`config.mk`:
```
export PLATFORM = sky130hd
export DESIGN_NAME = mem_port_arb
export DESIGN_NICKNAME = d
export VERILOG_FILES = /design/src/rtl/mem_port_arb.sv
export SDC_FILE = /design/constraint.sdc
export NUM_CORES = 1
export LEC_CHECK = 0
export ABC_AREA = 1
export CAP_MARGIN = 20
export CORE_ASPECT_RATIO = 0.6
export CORE_UTILIZATION = 45
export DETAILED_ROUTE_END_ITERATION = 8
export HOLD_SLACK_MARGIN = 0.15
export PLACE_DENSITY = 0.66
export SKIP_CTS_REPAIR_TIMING = 1
export SKIP_LAST_GASP = 1
export SLEW_MARGIN = 30
export SYNTH_ARGS = -nofsm -noshare
export SYNTH_HDL_FRONTEND = slang
export SYNTH_SLANG_ARGS = --single-unit
```
`constraint.sdc`:
```
create_clock -name memclk -period 2.25 [get_ports memclk]
set_clock_uncertainty 0.2 [all_clocks]
set_input_delay 0.3375 -clock memclk [delete_from_list [all_inputs] [get_ports memclk]]
set_output_delay 0.3375 -clock memclk [all_outputs]
set_load 0.02 [all_outputs]
```
`src/rtl/mem_port_arb.sv`:
```
// mem_port_arb -- shares the single MCB command/data port (memclk domain)
// between the display read engine and the left/right camera write engines.
//
// Ports:
//   memclk                 memory-side clock, all logic on the rising edge
//   rst                    asynchronous active-high reset
//   arb_on                 1 = new grants allowed, 0 = finish current grant then idle
//   rd_req/wr0_req/wr1_req level requests from the read, left and right engines
//   rd_donep/wr0_donep/wr1_donep  per-engine done (may stay high several cycles)
//   rd_memcon_en/wr0_memcon_en/wr1_memcon_en  registered one-hot grant enables
//   arb_state              owner code: 00 rd, 01 wr0, 10 wr1, 11 none
//   timeout_err            sticky, set when a grant is force-released
//   owner_last             code of the most recently released owner
//   dbg_state              FSM state (00 IDLE, 01 HOLD, 10 GAP)
//
// Handshake: an engine holds *_req while it has work. The grant is the level
// *_memcon_en, which stays high until the engine raises its *_donep (or the
// timeout fires). A request is not eligible while its own donep is still
// high, and after a release the port rests in GAP until the released
// owner's donep is low, so a lingering done never ends a later grant.
module mem_port_arb #(
  parameter int TIMEOUT = 4096,
  parameter int GAP     = 2,
  parameter int RD_PRIO = 1
) (
  input  logic       memclk,
  input  logic       rst,
  input  logic       arb_on,
  input  logic       rd_req,
  input  logic       wr0_req,
  input  logic       wr1_req,
  input  logic       rd_donep,
  input  logic       wr0_donep,
  input  logic       wr1_donep,
  output logic       rd_memcon_en,
  output logic       wr0_memcon_en,
  output logic       wr1_memcon_en,
  output logic [1:0] arb_state,
  output logic       timeout_err,
  output logic [1:0] owner_last,
  output logic [1:0] dbg_state
);

  localparam int TW = $clog2(TIMEOUT) + 1;
  localparam int GW = $clog2(GAP + 1) + 1;
  localparam logic [TW-1:0] TO_LAST  = TW'(TIMEOUT - 1);
  // GAP occupies max(GAP,1) cycles; the IDLE cycle that follows is the
  // sampling cycle for the next grant.
  localparam logic [GW-1:0] GAP_LAST = GW'((GAP > 0) ? GAP - 1 : 0);

  localparam logic [1:0] C_RD   = 2'b00;
  localparam logic [1:0] C_WR0  = 2'b01;
  localparam logic [1:0] C_WR1  = 2'b10;
  localparam logic [1:0] C_NONE = 2'b11;
  localparam logic [1:0] PTR_RST = (RD_PRIO != 0) ? C_WR0 : C_RD;

  typedef enum logic [1:0] {
    S_IDLE = 2'b00,
    S_HOLD = 2'b01,
    S_GAP  = 2'b10
  } state_t;

  state_t          r_state, w_state_nxt;
  logic [1:0]      r_owner, w_owner_nxt;
  logic [2:0]      r_en, w_en_nxt;
  logic [1:0]      r_arb, w_arb_nxt;
  logic            r_err, w_err_nxt;
  logic [1:0]      r_last, w_last_nxt;
  logic [1:0]      r_ptr, w_ptr_nxt;
  logic [TW-1:0]   r_to_cnt, w_to_nxt;
  logic [GW-1:0]   r_gap_cnt, w_gap_nxt;

  logic [2:0]      w_elig;
  logic [1:0]      w_sel;
  logic [1:0]      w_rr_idx;
  logic            w_own_done;
  logic            w_to_hit;
  logic            w_gap_done;
  logic            w_grant;
  logic            w_release;
  logic [1:0]      w_ptr_rel;

  // bit 0 = rd, bit 1 = wr0, bit 2 = wr1 (bit index equals owner code)
  assign w_elig = {wr1_req & ~wr1_donep, wr0_req & ~wr0_donep, rd_req & ~rd_donep};

  always_comb begin
    w_own_done = 1'b0;
    case (r_owner)
      C_RD:    w_own_done = rd_donep;
      C_WR0:   w_own_done = wr0_donep;
      C_WR1:   w_own_done = wr1_donep;
      default: w_own_done = 1'b0;
    endcase
  end

  assign w_to_hit   = (r_to_cnt == TO_LAST);
  assign w_gap_done = (r_gap_cnt >= GAP_LAST);
  assign w_grant    = (r_state == S_IDLE) && arb_on && (|w_elig);
  assign w_release  = (r_state == S_HOLD) && (w_own_done || w_to_hit);

  // Owner selection. With read priority the pointer names the preferred
  // writer; in round robin it names the first owner to try.
  always_comb begin
    w_sel    = C_RD;
    w_rr_idx = 2'b00;
    if (RD_PRIO != 0) begin
      if (w_elig[0])          w_sel = C_RD;
      else if (r_ptr == C_WR1) w_sel = w_elig[2] ? C_WR1 : C_WR0;
      else                     w_sel = w_elig[1] ? C_WR0 : C_WR1;
    end else begin
      // Walk from the farthest offset down so the nearest eligible wins.
      for (int k = 2; k >= 0; k--) begin
        w_rr_idx = 2'((int'(r_ptr) + k) % 3);
        if (w_elig[w_rr_idx]) w_sel = w_rr_idx;
      end
    end
  end

  always_comb begin
    w_ptr_rel = r_ptr;
    if (RD_PRIO != 0) begin
      if (r_owner == C_WR0)      w_ptr_rel = C_WR1;
      else if (r_owner == C_WR1) w_ptr_rel = C_WR0;
    end else begin
      case (r_owner)
        C_RD:    w_ptr_rel = C_WR0;
        C_WR0:   w_ptr_rel = C_WR1;
        default: w_ptr_rel = C_RD;
      endcase
    end
  end

  // State and registered outputs
  always_ff @(posedge memclk or posedge rst) begin
    if (rst) begin
      r_state   <= S_IDLE;
      r_owner   <= C_NONE;
      r_en      <= 3'b000;
      r_arb     <= C_NONE;
      r_err     <= 1'b0;
      r_last    <= C_NONE;
      r_ptr     <= PTR_RST;
      r_to_cnt  <= '0;
      r_gap_cnt <= '0;
    end else begin
      r_state   <= w_state_nxt;
      r_owner   <= w_owner_nxt;
      r_en      <= w_en_nxt;
      r_arb     <= w_arb_nxt;
      r_err     <= w_err_nxt;
      r_last    <= w_last_nxt;
      r_ptr     <= w_ptr_nxt;
      r_to_cnt  <= w_to_nxt;
      r_gap_cnt <= w_gap_nxt;
    end
  end

  // Next state
  always_comb begin
    w_state_nxt = r_state;
    case (r_state)
      S_IDLE:  if (w_grant) w_state_nxt = S_HOLD;
      S_HOLD:  if (w_release) w_state_nxt = S_GAP;
      S_GAP:   if (w_gap_done && !w_own_done) w_state_nxt = S_IDLE;
      default: w_state_nxt = S_IDLE;
    endcase
  end

  // Next values of the registered outputs and counters
  always_comb begin
    w_owner_nxt = r_owner;
    w_en_nxt    = r_en;
    w_arb_nxt   = r_arb;
    w_err_nxt   = r_err;
    w_last_nxt  = r_last;
    w_ptr_nxt   = r_ptr;
    w_to_nxt    = r_to_cnt;
    w_gap_nxt   = r_gap_cnt;
    case (r_state)
      S_IDLE: begin
        w_to_nxt  = '0;
        w_gap_nxt = '0;
        if (w_grant) begin
          w_owner_nxt = w_sel;
          w_en_nxt    = 3'b001 << w_sel;
          w_arb_nxt   = w_sel;
        end
      end
      S_HOLD: begin
        if (w_release) begin
          w_en_nxt   = 3'b000;
          w_arb_nxt  = C_NONE;
          w_last_nxt = r_owner;
          w_ptr_nxt  = w_ptr_rel;
          w_gap_nxt  = '0;
          if (!w_own_done) w_err_nxt = 1'b1;
        end else begin
          w_to_nxt = r_to_cnt + 1'b1;
        end
      end
      S_GAP: begin
        if (!w_gap_done) w_gap_nxt = r_gap_cnt + 1'b1;
      end
      default: begin
        w_en_nxt  = 3'b000;
        w_arb_nxt = C_NONE;
      end
    endcase
  end

  assign rd_memcon_en  = r_en[0];
  assign wr0_memcon_en = r_en[1];
  assign wr1_memcon_en = r_en[2];
  assign arb_state     = r_arb;
  assign timeout_err   = r_err;
  assign owner_last    = r_last;
  assign dbg_state     = r_state;

endmodule
```
=== Word level (Yosys, flattened, before mapping) ===
Cells that the tools add are included.
W data, S select, Z words.

* Flip-flop bits (word level): 30
* Input port bits: 9
* Output and inout port bits: 10
* Word-level logic and storage cells: 73

* Add/subtract/negate cells: 2
* Magnitude comparators: 1
* Eq/ne operators: 11
* Shifts and indexed selects: 1
* Mux-type cells: 21
* Bitwise gates (word level): 8
* Reductions and logical operators: 20

{| class="wikitable"
|+ Operator list
! kind !! count
|-
| $pmux W13 S2 || 1
|-
| $mux W2 || 11
|-
| $pmux W3 S3 || 2
|-
| $reduce_and A3 Y1 || 5
|-
| $add A13 B1 Y13 const B || 1
|-
| $eq A13 B12 Y1 const B || 1
|-
| $mux W13 || 1
|-
| $pmux W2 S3 || 2
|-
| $ne A2 B2 Y1 const B || 5
|-
| $mux W3 || 3
|-
| $eq A2 B2 Y1 const B || 3
|-
| $reduce_and A2 Y1 || 3
|-
| $not A1 Y1 || 5
|-
| $eq A2 B1 Y1 const B || 2
|-
| $logic_and A1 B1 Y1 || 4
|-
| $logic_not A2 Y1 || 2
|-
| $reduce_bool A2 Y1 || 2
|-
| $add A3 B1 Y3 const B || 1
|-
| $and A1 B1 Y1 || 3
|-
| $ge A3 B1 Y1 const B || 1
|-
| $pmux W1 S3 || 1
|-
| $reduce_bool A3 Y1 || 1
|-
| $reduce_or A3 Y1 || 1
|-
| $shl A1 B2 Y3 const A || 1
|-
| other kinds (2) || 2
|}

=== Longest topological paths before layout ===
* Word-level depth: 8
* Depth in mapped cells: 10
* Gate-level depth less buffers: 9

=== Worst setup path after synthesis ===
OpenSTA, ideal clock, no wires.

* Path type: register to register
* From: register r_owner[1]
* To: register r_to_cnt[2]
* Library setup time: 0.118 ns
* Arrival time: 1.488 ns
* Data required time: 1.932 ns
* Path slack: 0.445 ns
* Cell stages (with the launch flop): 11
* Buffers on the path: 2
* Clock period less this slack: 1.805 ns
* Cell sequence: dfstp_2 > inv_1 > ha_1 > nand2_1 > nand3_1 > nand2_1 > nand3_2 > buf_6 > buf_8 > nand3_1 > nand2_1

* Longest elaborated chain between the ends: 6
* Elaborated cells between the ends (all ways): 8
* Those cells by class: eq/ne: 3; mux: 1; reduce/logical: 4

{| class="wikitable"
|+ Ends and longest elaborated chain
! what !! RTL line !! source
|-
| start: declaration || 64 || <nowiki>logic [1:0] r_owner, w_owner_nxt;</nowiki>
|-
| start signal: assignment || 147 || <nowiki>r_owner <= w_owner_nxt;</nowiki>
|-
| $eq A2 B2 Y1, or another cell as far along || 88 || <nowiki>case (r_owner)</nowiki>
|-
| $pmux W1 S3 * || 88 ||
|-
| $logic_or A1 B1 Y1 * || 99 || <nowiki>assign w_release = (r_state == S_HOLD) && (w_own_done || w_to_hit);</nowiki>
|-
| $logic_and A1 B1 Y1 * || 99 ||
|-
| $ne A2 B2 Y1 (no source line) * || -- ||
|-
| $reduce_and A2 Y1 (no source line) * || -- ||
|-
| end signal: assignment || 153 || <nowiki>r_to_cnt <= w_to_nxt;</nowiki>
|-
| end: declaration || 70 || <nowiki>logic [TW-1:0] r_to_cnt, w_to_nxt;</nowiki>
|}

Mark *: on every way between the ends. The rest lies on a longest branch, timed or not.
A chain may end at the register's enable or synchronous reset.

=== Worst setup path in the final report ===
* From: register r_owner[1]
* To: register r_to_cnt[9]

Same word-level chain as after synthesis.

==> flow_summary.ini <==
[worst_setup_path]
startpoint_type = register
worst-path-buf-inv = 3
criticalPathCategory = register to register
reg2reg_slack_ns = 0.21
rr_startpoint = r_owner[1]
reg2reg_depth = 10
cp_data_arrival_time_ns = 2.05
cp-end-kind = register
crit_path_max_fanout = 8
worstPathRequired_ns = 2.27
timing.rr.end = r_to_cnt[9]
slowest_stage = dfstp_2
crit_top_cell = nand2_1
cp_top_family = simple AND/OR/NAND/NOR gates
cpPeakStageDelay_ns = 0.54
crit_chain = inv_1 > ha_1 > nand2_1 > nand3_1 > nand2_1 > nand3_4 > buf_4 > inv_2 > nand3_1 > nand2_1

[global_routing]
grt_usage_pct = 22.30
antenna_found_initial = 0
first_global_vias = 1323
grt_pass1_wl_um = 6541
overflow = 0
grt_max_degree = 31

[die]
io_pins = 19
die_h_um = 49.62
dieArea_um2 = 4037
die_x_um = 81.36
start_util_pct = 49.67
rows = 16
coreArea_um2 = 3423

[logic_synthesis]
yosys.area_share.simple_pct = 33.77
synthXorXnorAreaFrac_pct = 2.575
syn-num-nets = 241
synth-adder-area-share_pct = 5.151
synth.area.mux_share_pct = 0
synth.distinct_cells = 24
synth-seq-cells = 30
synth.avg_cell_area_um2 = 7.557
synth_cells = 225
synth-compound-area-share_pct = 5.666
synth_top_family_by_area = simple AND/OR/NAND/NOR gates
synth_warnings = 0
syn-cell-area_um2 = 1700
synth_seq_area_share_pct = 44.67

[routing]
viasPerCell = 4.913
wl_per_cell_um = 12.61
num_vias = 1464
ant_nets = 0
routed_wl_um = 3759
dr.pass1.iters = 4
drc = 0
first_iter_violations = 104

[power_and_ir_drop]
powerDensity_nw_per_um2 = 1114
power_mw = 2.300
max-vdd-ir-drop_v = 0.0007183
leakagePower_nw = 1.028

[timing]
worst_slew_pin_slew_ns = 0.3720
rsz0062_at_grt = no
min_period_ns = 2.036
drv_slew = 0
period_share_pct = 90.50
hold_violations = 0
fmax_mhz = 491.1
setup_viol = 0
slew_headroom_pct = 75.20
tns_ns = 0

[cts]
cts_tree = built
cts.sinks = 30
clock-root-buffer = clkbuf_8
htreeDepth = 2
cts.clk_slew.worst_paths_ns = 0.06
cts.path.max_buffers = 2
clk_latency_ns = 0.28
cts_buffers = 5

[outcome]
status = completed

[finish]
n_antenna_cell = 0
final_common_cell = nand2_1
finalNetCount = 268
final_cell_mix = nand2_1 (76), inv_1 (25), nand3_1 (25)
area_delta_synth_final_pct = 21.41
drive_above_1_share_pct = 13.44

[worst_hold_path]
hold_class = input port to async pin

[job]
drv_cap = 0

[place]
detailed_place_hpwl_um = 2802
portBuffers = 18
gp_congestion = 0.8689
-- report_power, final --
| group | internal (mW) | switching, mW | total, mW |
|---|---|---|---|
| combinational | 0.362 | 0.622 | 0.984 |
| clock | 0.309 | 0.202 | 0.511 |
| sequential | 0.713 | 0.0922 | 0.805 |
-- how the worst max path moves through the flow --
stage                          start            to  cells past startpoint
after detailed placement  r_owner[1]   r_to_cnt[2]                      9
after CTS                 r_owner[1]   r_to_cnt[2]                      9
after floorplan           r_owner[1]   r_to_cnt[2]                     10
final                     r_owner[1]   r_to_cnt[9]                     10
after global placement    r_owner[1]   r_to_cnt[2]                      9
after global routing      r_owner[0]  r_to_cnt[12]                     10
-- synth_stat cells --
| master | n | area, um^2 |
|---|---|---|
| inv_1 | 25 | 93.84 |
| nand2_1 | 77 | 289.0 |
| a21oi_1 | 1 | 5.000 |
| nand4_1 | 4 | 25.02 |
| a31o_2 | 1 | 8.760 |
| clkbuf_1 | 1 | 3.750 |
| dfrtp_1 | 23 | 575.6 |
| nor2_1 | 17 | 63.81 |
| o21ai_0 | 7 | 35.03 |
| o21ai_1 | 8 | 40.04 |
| buf_6 | 1 | 11.26 |
| o21bai_1 | 1 | 7.510 |
| ha_1 | 7 | 87.58 |
| nand3_2 | 3 | 30.03 |
| nor3_1 | 2 | 10.01 |
| nor2_2 | 2 | 12.51 |
| or2_2 | 1 | 6.260 |
| inv_2 | 4 | 15.01 |
| xor2_1 | 4 | 35.03 |
| dfstp_2 | 7 | 183.9 |
| nand3_1 | 25 | 125.1 |
| nand2_2 | 2 | 12.51 |
| buf_8 | 1 | 15.01 |
| xnor2_1 | 1 | 8.760 |
-- cells by family after synthesis --
logic type / count (synthesis)
adder cells (fa/ha/maj): 7
AO/OA/AOI/OAI: 18
flip-flops: 30
XOR/XNOR: 5
buffers and inverters: 32
AND/OR/NAND/NOR: 133
-- worst reg2reg max path, cell delays in order (launching register included) --
cell and delay (ns):
dfstp_2 0.54, inv_1 0.09, ha_1 0.22, nand2_1 0.08
nand3_1 0.08, nand2_1 0.17, nand3_4 0.15, buf_4 0.19
inv_2 0.10, nand3_1 0.08, nand2_1 0.07
-- per-stage QoR --
| stage | cells | utilization [%] | setup WS [ns] | cell area, um^2 | hold slack (ns) |
|---|---|---|---|---|---|
| after floorplan | 225 | - | 0.4446 | 1700 | 0.2231 |
| after global placement | 290 | 56.80 | 0.1525 | 1944 | 0.2561 |
| after detailed placement | 290 | 56.80 | 0.1436 | 1944 | 0.2555 |
| after CTS | 298 | 60.01 | 0.1257 | 2054 | 0.2498 |
| after global routing | 298 | 60.31 | 0.03906 | 2064 | 0.2764 |
| final | 298 | 60.31 | 0.2137 | 2064 | 0.2291 |
-- per-layer routing --
layer | share of wire [%] | global-route usage, %
met4 | 0.88 | 6.250
met3 | 7.9 | 6.111
met2 | 34 | 26.67
met1 | 57 | 37.06
met5 | 0 | 0
-- registers in the layout, summed over array words and instances, names as in the netlist --
name         count
dbg_state        2
r_gap_cnt        3
timeout_err      1
owner_last       2
arb_state        2
r_en             3
r_to_cnt        13
r_owner          2
r_ptr            2
-- area by class of cell --
cell class / count / area [um^2]
fillers: 307 / 1359
inverters: 29 / 108.9
clock buffers: 8 / 110.1
repair buffers: 23 / 217.7
multi-input cells: 163 / 812.0
flip-flops and latches: 30 / 759.5
well taps: 45 / 56.30
Power figures use the tool's default switching activity.
